### src/rtl/nanotrade_pkg.sv
// Shared encodings, feature byte layout, FSM states and helper functions
// for the NanoTrade market feature extractor.
package nanotrade_pkg;

  localparam logic [1:0] TICK_TRADE  = 2'd0;
  localparam logic [1:0] TICK_QUOTE  = 2'd1;
  localparam logic [1:0] TICK_CANCEL = 2'd2;

  localparam int FEAT_PRICE_MOVE = 0;
  localparam int FEAT_DRAWDOWN   = 1;
  localparam int FEAT_VOLUME     = 2;
  localparam int FEAT_IMBALANCE  = 3;
  localparam int FEAT_QUOTES     = 4;
  localparam int FEAT_CANCELS    = 5;
  localparam int FEAT_TRADES     = 6;
  localparam int FEAT_RANGE      = 7;
  localparam int FEAT_COUNT      = 8;

  // Widest raw feature is the 25-bit total volume.
  localparam int RAW_W = 25;

  typedef enum logic [1:0] {
    ST_EMPTY = 2'd0,
    ST_ACCUM = 2'd1,
    ST_EMIT  = 2'd2
  } fsm_state_e;

  typedef struct packed {
    logic [7:0]  tick_cnt;
    logic [7:0]  trade_cnt;
    logic [7:0]  quote_cnt;
    logic [7:0]  cancel_cnt;
    logic [15:0] first_p;
    logic [15:0] last_p;
    logic [15:0] max_p;
    logic [15:0] min_p;
    logic [23:0] buy_vol;
    logic [23:0] sell_vol;
  } window_acc_t;

  function automatic logic [7:0] sat8(input logic [RAW_W-1:0] x);
    if (x > 25'd255) begin
      return 8'hFF;
    end else begin
      return x[7:0];
    end
  endfunction

  function automatic logic [23:0] sat_add24(input logic [23:0] acc, input logic [15:0] inc);
    logic [24:0] sum;
    sum = {1'b0, acc} + {9'd0, inc};
    if (sum[24]) begin
      return 24'hFFFFFF;
    end else begin
      return sum[23:0];
    end
  endfunction

endpackage

### src/rtl/feature_sat8.sv
// Shift-then-saturate stage producing one 8-bit feature byte from a raw statistic.
module feature_sat8
  import nanotrade_pkg::*;
#(
  parameter int SHIFT = 0
) (
  input  logic [RAW_W-1:0] raw_i,
  output logic [7:0]       sat_o
);

  assign sat_o = sat8(raw_i >> SHIFT);

endmodule

### src/rtl/market_feature_extractor.sv
// Windowed tick statistics: accumulates market events and emits a packed
// 128-bit feature vector with a one-cycle pulse on each window close.
module market_feature_extractor
  import nanotrade_pkg::*;
#(
  parameter int WINDOW_TICKS   = 16,
  parameter int TIMEOUT_CYCLES = 1024,
  parameter int PRICE_SHIFT    = 0,
  parameter int VOL_SHIFT      = 4
) (
  input  logic         clk,
  input  logic         rst,
  input  logic         tick_valid,
  input  logic [1:0]   tick_type,
  input  logic         tick_side,
  input  logic [15:0]  tick_price,
  input  logic [15:0]  tick_volume,
  output logic [127:0] features,
  output logic         feature_valid,
  output logic [7:0]   window_ticks
);

  localparam int IDLE_W = (TIMEOUT_CYCLES > 2) ? $clog2(TIMEOUT_CYCLES) : 1;

  fsm_state_e      state_q, state_d;
  window_acc_t     acc_q, acc_d, base_s;
  logic [IDLE_W-1:0] idle_q, idle_d;
  logic [127:0]    features_q;
  logic            feature_valid_q;
  logic [7:0]      window_ticks_q;

  logic [RAW_W-1:0] raw_s [FEAT_COUNT];
  logic [7:0]       feat_s [FEAT_COUNT];
  logic [63:0]      feat_bytes_s;

  // A new window starts from cleared statistics unless one is already accumulating.
  always_comb begin
    base_s  = (state_q == ST_ACCUM) ? acc_q : '0;
    acc_d   = base_s;
    state_d = state_q;
    idle_d  = idle_q;
    if (tick_valid) begin
      acc_d.tick_cnt = base_s.tick_cnt + 8'd1;
      case (tick_type)
        TICK_TRADE: begin
          acc_d.trade_cnt = base_s.trade_cnt + 8'd1;
          acc_d.last_p    = tick_price;
          if (base_s.trade_cnt == 8'd0) begin
            acc_d.first_p = tick_price;
            acc_d.max_p   = tick_price;
            acc_d.min_p   = tick_price;
          end else begin
            acc_d.max_p = (tick_price > base_s.max_p) ? tick_price : base_s.max_p;
            acc_d.min_p = (tick_price < base_s.min_p) ? tick_price : base_s.min_p;
          end
          if (tick_side) begin
            acc_d.buy_vol = sat_add24(base_s.buy_vol, tick_volume);
          end else begin
            acc_d.sell_vol = sat_add24(base_s.sell_vol, tick_volume);
          end
        end
        TICK_QUOTE:  acc_d.quote_cnt  = base_s.quote_cnt + 8'd1;
        TICK_CANCEL: acc_d.cancel_cnt = base_s.cancel_cnt + 8'd1;
        default:     acc_d.tick_cnt   = base_s.tick_cnt + 8'd1;
      endcase
      idle_d = '0;
      if (acc_d.tick_cnt == 8'(WINDOW_TICKS)) begin
        state_d = ST_EMIT;
      end else begin
        state_d = ST_ACCUM;
      end
    end else begin
      case (state_q)
        ST_ACCUM: begin
          // idle_q counts idle cycles minus one, so the pulse lands TIMEOUT_CYCLES after the last tick.
          if (idle_q == IDLE_W'(TIMEOUT_CYCLES - 2)) begin
            state_d = ST_EMIT;
            idle_d  = '0;
          end else begin
            state_d = ST_ACCUM;
            idle_d  = idle_q + 1'b1;
          end
        end
        ST_EMIT:  begin
          state_d = ST_EMPTY;
          idle_d  = '0;
        end
        ST_EMPTY: begin
          state_d = ST_EMPTY;
          idle_d  = '0;
        end
        default:  begin
          state_d = ST_EMPTY;
          idle_d  = '0;
        end
      endcase
    end
  end

  // Raw statistics of the window including the closing tick.
  always_comb begin
    raw_s[FEAT_PRICE_MOVE] = RAW_W'((acc_d.last_p >= acc_d.first_p) ?
                                    (acc_d.last_p - acc_d.first_p) : (acc_d.first_p - acc_d.last_p));
    raw_s[FEAT_DRAWDOWN]   = RAW_W'(acc_d.max_p - acc_d.last_p);
    raw_s[FEAT_VOLUME]     = {1'b0, acc_d.buy_vol} + {1'b0, acc_d.sell_vol};
    raw_s[FEAT_IMBALANCE]  = RAW_W'((acc_d.buy_vol >= acc_d.sell_vol) ?
                                    (acc_d.buy_vol - acc_d.sell_vol) : (acc_d.sell_vol - acc_d.buy_vol));
    raw_s[FEAT_QUOTES]     = RAW_W'(acc_d.quote_cnt);
    raw_s[FEAT_CANCELS]    = RAW_W'(acc_d.cancel_cnt);
    raw_s[FEAT_TRADES]     = RAW_W'(acc_d.trade_cnt);
    raw_s[FEAT_RANGE]      = RAW_W'(acc_d.max_p - acc_d.min_p);
  end

  for (genvar k = 0; k < FEAT_COUNT; k++) begin : g_feat
    localparam int SH = (k == FEAT_VOLUME || k == FEAT_IMBALANCE) ? VOL_SHIFT :
                        (k == FEAT_PRICE_MOVE || k == FEAT_DRAWDOWN || k == FEAT_RANGE) ? PRICE_SHIFT : 0;
    feature_sat8 #(.SHIFT(SH)) u_sat (
      .raw_i (raw_s[k]),
      .sat_o (feat_s[k])
    );
  end

  // Pack feature bytes little-endian by index.
  always_comb begin
    feat_bytes_s = '0;
    for (int k = 0; k < FEAT_COUNT; k++) begin
      feat_bytes_s[k*8 +: 8] = feat_s[k];
    end
  end

  // State, accumulators and registered outputs; outputs load on entry to EMIT.
  always_ff @(posedge clk) begin
    if (rst) begin
      state_q         <= ST_EMPTY;
      acc_q           <= '0;
      idle_q          <= '0;
      features_q      <= '0;
      feature_valid_q <= 1'b0;
      window_ticks_q  <= 8'd0;
    end else begin
      state_q         <= state_d;
      acc_q           <= acc_d;
      idle_q          <= idle_d;
      feature_valid_q <= (state_d == ST_EMIT);
      if (state_d == ST_EMIT) begin
        features_q     <= {64'd0, feat_bytes_s};
        window_ticks_q <= acc_d.tick_cnt;
      end else begin
        features_q     <= features_q;
        window_ticks_q <= window_ticks_q;
      end
    end
  end

  assign features      = features_q;
  assign feature_valid = feature_valid_q;
  assign window_ticks  = window_ticks_q;

endmodule

### config.mk
export PLATFORM = sky130hd
export DESIGN_NAME = market_feature_extractor
export DESIGN_NICKNAME = d
export VERILOG_FILES = /design/src/rtl/nanotrade_pkg.sv /design/src/rtl/feature_sat8.sv /design/src/rtl/market_feature_extractor.sv
export SDC_FILE = /design/constraint.sdc
export NUM_CORES = 1
export LEC_CHECK = 0
export CELL_PAD_IN_SITES_DETAIL_PLACEMENT = 1
export CELL_PAD_IN_SITES_GLOBAL_PLACEMENT = 2
export CORE_MARGIN = 4
export CORE_UTILIZATION = 38
export DETAILED_ROUTE_END_ITERATION = 6
export PLACE_DENSITY = 0.94
export SYNTH_ARGS = -nofsm -noshare
export SYNTH_HDL_FRONTEND = slang
export SYNTH_HIERARCHICAL = 1
export SYNTH_SLANG_ARGS = --single-unit
export TNS_END_PERCENT = 10
### constraint.sdc
create_clock -name clk -period 20.1 [get_ports clk]
set_clock_uncertainty 0.1 [all_clocks]
set_input_delay 3.015 -clock clk [delete_from_list [all_inputs] [get_ports clk]]
set_output_delay 3.015 -clock clk [all_outputs]
set_load 0.1 [all_outputs]
# Word-level counts from Yosys, hierarchy flattened
# Index checks and enable logic that the tools add are counted.
[word_totals] register_bits=229 input_bits=38
[op_classes] bitwise_logic=1 n_lt_le_gt_ge=12 eq_ne=6 n_reduce_logical=3 n_mux=29 add_sub_neg=14
[op_table] operator="$mux 144" count=2
[op_table] operator="$mux 112" count=1
[op_table] operator="$mux 24" count=4
[op_table] operator="$mux 8" count=12
[op_table] operator="$gt 25x8->1 const B" count=3
[op_table] operator="$sub 16x16->17" count=4
[op_table] operator="$add 24x16->25" count=2
[op_table] operator="$mux 25" count=2
[op_table] operator="$sub 24x24->25" count=2
[op_table] operator="$mux 16" count=3
[op_table] operator="$gt 21x8->1 const B" count=2
[op_table] operator="$add 8x1->8 const B" count=4
[op_table] operator="$mux 32" count=1
[op_table] operator="$add 24x24->25" count=1
[op_table] operator="$ge 24x24->1" count=1
[op_table] operator="$gt 8x8->1 const B" count=3
[op_table] operator="$ge 16x16->1" count=1
[op_table] operator="$gt 16x16->1" count=1
[op_table] operator="$lt 16x16->1" count=1
[op_table] operator="$add 10x1->10 const B" count=1
[op_table] operator="$eq 10x10->1 const B" count=1
[op_table] operator="$eq 8x5->1 const B" count=1
[op_table] operator="$logic_not 8->1" count=1
[op_table] operator="$mux 2" count=4
[op_table] operator="5 further kinds" count=7

# Logic depth before layout (Yosys ltp)
[depth] word_depth=11 ltp_mapped=38

# Modules after synthesis
# Netlist, hierarchy kept.
[modules_own_cells] module="market_feature_extractor" n_inst=1 area_each_um2=18931.9 cells_each=2450
[modules_own_cells] module="feature_sat8 at g_feat[0].u_sat ..." n_inst=6 area_each_um2=147.6 cells_each=24
[modules_own_cells] module="feature_sat8 at g_feat[2].u_sat ..." n_inst=2 area_each_um2=157.7 cells_each=22

# Worst setup path after synthesis
# OpenSTA, ideal clock, no wires.
[synth_timing] path_kind="input port to flip-flop" from="input tick_volume[0]" to="register features_q[24], in the netlist features[24]" path_stages=25 setup_slack_ns=11.537 setup_ns=0.132 arrival_time_ns=8.331 path_buffers=1 path_cell_list="ha_1 -> fa_1 -> a211oi_1 -> o21ai_0 -> a21o_1 -> nand3_1 -> a211o_1 -> clkbuf_1 -> nand3b_1 -> o21ai_0 -> inv_1 -> fa_1 -> a21o_1 -> a21oi_1 -> o21ai_0 -> nor4bb_1 -> o31ai_1 -> nor2_1 -> a2111oi_2 -> o41ai_1 -> xnor2_1 -> nor4_4 -> nand4_1 -> nand2_1 -> a21oi_1"
[synth_lines] element="start: declaration" line_no="market_feature_extractor.sv:17" source="input logic [15:0] tick_volume,"
[synth_lines] element="end signal: assignment" line_no="market_feature_extractor.sv:146" source="features_q <= {64'd0, feat_bytes_s};"
[synth_lines] element="end signal: assignment" line_no="market_feature_extractor.sv:149" source="features_q <= features_q;"
[synth_lines] element="end: declaration" line_no="market_feature_extractor.sv:28" source="logic [127:0] features_q;"

==> flow_summary.json <==
{
  "fmax_mhz": 97.64,
  "area_growth_syn_to_layout_pct": 12.46,
  "grt_pass1_vias": 19720,
  "grt_max_degree": 83,
  "multiInputGateArea_um2": 14240,
  "pin_count": 175,
  "ys_warn_count": 6,
  "hold_viol": 0,
  "die_h_um": 237.7,
  "finalNonFillerCells": 3399,
  "power_density_nw_per_um2": 63.46,
  "fin_tns_setup_ns": 0,
  "drc": 0,
  "rsz0062_at_grt": "no",
  "grt_overflow": 0,
  "place_inst": 3347,
  "cts_buffers": 28,
  "grt_pass1_wl_um": 104100,
  "path_max_fanout": 21,
  "io_buffers": 110,
  "grtUsageMet2": 0.4094,
  "cts_sinks": 229,
  "fin_ws_ns": 9.859,
  "crit_arrival_ns": 10.56,
  "whs_ns": 0.3521,
  "crit_path_start_kind": "primary input",
  "grtUsageMet3": 0.02460,
  "clockRootBuffer": "clkbuf_16",
  "place_hpwl_um": 49500,
  "startpoint": "tick_volume[1]",
  "setup_viol_count_final": 0,
  "status": "finished, final reports clean",
  "dieWidth_um": 237.7,
  "syn_area_um2": 20050,
  "finalCritPeriodShare": 0.5095,
  "r2r-start": "state_q[0]",
  "grtUsageTotal": 0.2190,
  "viasPerCell": 5.527,
  "fin_util": 0.4359,
  "nFillCells": 6381,
  "vdd_drop_max_mv": 0.05808,
  "core_region_area_um2": 51720,
  "endpoint_kind": "register",
  "grt_use_met1": 0.2642,
  "row_count": 83,
  "die_area_um2": 56490,
  "insertedDiodeCount": 0,
  "gp_congestion": 0.9341,
  "place_ws_ns": 9.434,
  "hold_class": "register to register",
  "leakagePower_nw": 9.812,
  "drt-pass1-iter-count": 5,
  "post_cts_resized": 0,
  "crit_type": "primary input to register",
  "antenna_found_initial": 3,
  "start_util": 0.3876,
  "h-tree-depth": 1,
  "syn_inst": 2627,
  "clkLatencyLatePin_ns": 0.59,
  "avgSynthCellArea_um2": 7.631,
  "holdCritStartpoint": "features[36]",
  "cts_setup_buffers": 0,
  "required_ns": 20.41,
  "relSlewSlack": 0.2418,
  "first_iter_violations": 750,
  "drtAntennaViolNets": 0,
  "drive_above_1_share": 0.06326,
  "tightest_slew_ns": 1.134,
  "cap_violations": 0,
  "period_minus_slack_ns": 10.24,
  "drv_slew": 0,
  "r2r_setup_slack_ns": 10.96,
  "via_count": 18790,
  "grt-busiest-layer": "met2",
  "clk_pin_slew_ns": 0.06,
  "fin_nets": 2945,
  "wl_um": 63860,
  "seqCellArea_um2": 4584,
  "cts_hold_buffers": 0,
  "cts_tree": "done",
  "cts.path.max_buffers": 3,
  "avgRoutedWirePerCell_um": 18.79
}
-- power breakdown --
part / leakage (nW) / switching [mW] / internal [mW]
clock network: 0.501 / 0.219 / 0.338
registers: 1.85 / 0.00150 / 0.458
logic: 7.46 / 0.278 / 0.136
-- metal layers --
metal / up-vias / wire length (um) / share of wire
met1: 9218 / 27370 / 0.43
met3: 91 / 2188 / 0.034
met2: 293 / 32530 / 0.51
met5: - / 34 / 0.00053
li1: 9177 / - / -
met4: 6 / 1736 / 0.027
-- worst max-delay path: stages --
cell and delay [ns]:
clkdlybuf4s50_1 0.52, ha_1 0.36, a211o_1 0.30, a211oi_1 0.41
o211ai_1 0.24, a32oi_1 0.24, o211ai_1 0.23, a211oi_2 0.58
nor3_1 0.13, o21ai_0 0.44, nand2_1 0.16, ha_1 0.51
nor3b_2 0.38, nand4_1 0.26, o41ai_4 0.61, nor3_1 0.12
nand3_2 0.12, and2_4 0.34, mux2_2 0.39, o22ai_1 0.19
a21oi_1 0.13, nor4_4 0.53, nand4_1 0.16, nand2_1 0.10
a21oi_1 0.07
-- area by class of cell --
type | instances | area share
clock buffers | 38 | 0.03630
clock inverters | 14 | 0.009213
inverters | 160 | 0.02664
multi-input cells | 2149 | 0.6315
flip-flops and latches | 229 | 0.2034
well taps | 680 | 0.03774
repair buffers | 129 | 0.05522
-- placed cells by master, fill, tap and decap left out, drive strengths merged, types with 9 or more instances in the layout --
cell           count
nand2            329
a21oi            245
dfxtp            229
nor2             219
ha               201
inv              159
conb             115
clkdlybuf4s50    109
nor4              86
xnor2             84
o21ai             79
and2              78
and3              57
nor3              52
a21o              51
xor2              49
nand3             41
clkbuf            38
nand4             37
mux2i             32
nor2b             27
nand2b            26
o21bai            26
mux2              26
buf               20
a211oi            19
or4               19
or3               18
or2               18
o22ai             17
o21a              14
a31oi             14
o31ai             14
a2111oi           14
o211ai            13
a211o             10
a221oi             9
nand3b             9
fa                 9
clkinv             9
-- worst paths after layout --
kind             endpoint  cells after the start
max          features[26]                     25
min          features[36]                      2
max reg2reg  features[26]                     27
min reg2reg  features[36]                      2
-- state kept, by name, indices dropped and copies added, names as in the netlist --
register / count
acc_q: 144
features: 64
idle_q: 10
window_ticks: 8
state_q: 2
feature_valid: 1
-- per-stage QoR --
| step | total power, mW | area (um^2) |
|---|---|---|
| finish | 1.431 | 22540 |
| global route | 1.500 | 22540 |
| CTS | 1.441 | 22540 |
| detailed placement | 0.8776 | 21520 |
| global placement | 0.8686 | 21520 |
| floorplan | 0.8084 | 20470 |
Note: power is estimated with default switching activity, not from simulation.
==> patch: new RTL, same flow settings <==
Set the parameter `TIMEOUT_CYCLES` to 512 (it was 1024).
--- a/src/rtl/market_feature_extractor.sv
+++ b/src/rtl/market_feature_extractor.sv
@@ -6,3 +6,3 @@
   parameter int WINDOW_TICKS   = 16,
-  parameter int TIMEOUT_CYCLES = 1024,
+  parameter int TIMEOUT_CYCLES = 512,
   parameter int PRICE_SHIFT    = 0,
Behaviour: same outputs for any inputs over 4 cycles, from zero or initial values and one cycle with rst high; that may be too few to reach the edited logic, so the function may still have changed.
==> patch against the unedited design <==
Count of clock-buffer cells in the layout fell by 1; non-clock buffer count down 4; routed wire length is 2.8% higher; area after synthesis is 1.5% higher; worst hold slack gained 0.00066 ns; largest cell class unchanged; power shrank 0.47%; fmax shrank 0.83%; design area up 0.61%; global-route usage rose by 0.37 points; via count is 2.2% higher; core utilization fell by 0.60 points; sequential cell count shrank 1; worst setup slack worse by 0.085 ns.
==> patch: results (changes against the unedited design) <==
Parameter                              Value

Outcome
  Run status    completed (unchanged)

Timing
  Measured slew at the worst slew-check pin    1.25 ns (was 1.13 ns)
  Setup-violating endpoint count in the final report    0 (unchanged)

CTS
  Number of clock buffers inserted by TritonCTS    29 (was 28)
  Max H-tree Level    1 (unchanged)
  Clock network latency to the later pin of the worst-skew pair    0.59 ns (about the same)
  Cell at the root of the clock tree    sky130_fd_sc_hd__clkbuf_16 (unchanged)
  Post-cts resize count    0 (unchanged)
  Number of buffers added for setup after CTS    0 (unchanged)
  Largest buffer count on any clock path    3 (unchanged)
  Clock-pin slew reported for the worst setup and hold paths after clock tree synthesis    ~0.05 ns

Placement
  Number of I/O port buffers    110 (unchanged)
  Placed Instance Area    21,700 sq um (was 21,500 sq um)
  Post-DP HPWL    50.7 mm (was 49.5 mm)
  Weighted congestion at the end of routability-driven global placement    0.918 (was 0.934)
  Placed cells    3,402 (was 3,347)

Finish
  Fin cells    3,454 (was 3,399)
  Final net count    2,993 (was 2,945)
  Filler cell count    6,498 (was 6,381)
  Number of flip-flops in the largest register    144 (unchanged)
  Register with the highest flop count    acc_q (unchanged)
  Fraction of layout instances using a drive strength above 1    6.15% (was 6.33%)

Setup path
  Arrival time at the worst endpoint    10.65 ns (was 10.56 ns)
  Worst path max stage delay    0.59 ns (was 0.61 ns)
  Cell class contributing the biggest share of worst-path delay    compound AO/OA/AOI/OAI gates (unchanged)
  CP Max Fanout    36 (was 21)
  Critical path's slowest cell    sky130_fd_sc_hd__nand2_2 (was sky130_fd_sc_hd__o41ai_4)

GRT
  Antenna violations before repair    1 (was 3)
  Largest net degree at the start of global routing    81 (was 83)
  Combined global-route utilization of all metal layers    22.3% (was 21.9%)
  Global-route wire length before repair    105 mm (was 104 mm)
  Via count of the first global-routing pass    20,000 (was 19,700)

Power and ir drop
  Clock network power    0.528 mW (was 0.557 mW)
  Standby leakage power    9.61 nW (was 9.81 nW)
  Comb pwr    0.436 mW (was 0.414 mW)
  Worst vdd ir    0.0670 mV (was 0.0581 mV)
  Overall Power    1.42 mW (was 1.43 mW)
  Fraction of power spent switching nets    36.2% (was 34.9%)

Yosys
  Yosys synthesis warning count    6 (unchanged)
  Average cell area after synthesis    7.55 sq um (was 7.63 sq um)

Detailed routing
  Pre-Repair DR Iteration Count    5 (unchanged)
  Average wire length per cell after detail routing    19.0 um (was 18.8 um)
  Via-to-Cell Ratio    5.56 (was 5.53)
  First-iteration detailed-routing DRC count    813 (was 750)

Worst hold path
  Type of the most critical hold path    register to register (unchanged)
[patch: cell types whose count changed in the layout (fill, tap and decap cells not counted), sizes merged, moves of 7 or more]
cell	delta
nor2	+16
inv	-13
xnor2	+7
o31ai	+11
or3	+9
a21o	+13
and2	-34
nor2b	+21
a211oi	+10
and3	-9
mux2i	-10
o21ai	+18
a21oi	+16
[patch: final timing paths]
| path | startpoint | endpoint | slack, ns | depth (start not counted) |
|---|---|---|---|---|
| worst max-delay path | tick_volume[0] | features[25] | 9.77 | 27 |
| worst min-delay path | features[18] | features[18] | 0.35 | 2 |
| worst max register to register | state_q[0] | features[25] | 10.91 | 28 |
| worst min register to register | features[18] | features[18] | 0.35 | 2 |
[patch: area by class of cell]
cell class	count	area (sq um)	share of cell area, %
Sequential cell	228	4560	20.1
Inverter	144	541	2.38
Clock inverter	14	145	0.640
Multi-Input combinational cell	2217	14600	64.2
Clock buffer	37	796	3.51
Tap cell	688	861	3.80
Antenna cell	1	2.50	0.0110
Timing Repair Buffer	125	1210	5.36
[patch: layer usage]
metal | vias to the layer above | share of wire, % | track usage (%)
met2 | 312 | 51 | 41.7
met4 | 0 | 3.3 | 7.12
li1 | 9398 | - | -
met3 | 114 | 3.2 | 2.50
met5 | - | 0 | 0
met1 | 9369 | 42 | 26.5
[patch: through the flow]
stage / setup slack, ns / hold slack, ns
finish: 9.77 / 0.353
global route: 9.05 / 0.378
CTS: 9.87 / 0.354
detailed placement: 9.30 / 0.347
global placement: 9.61 / 0.341
floorplan: 11.32 / 0.341
[patch: tightest hold or removal path: stages (launching register included)]
cell	delay [ns]
sky130_fd_sc_hd__dfxtp_1	0.30
sky130_fd_sc_hd__nand2_1	0.05
sky130_fd_sc_hd__a21oi_1	0.05
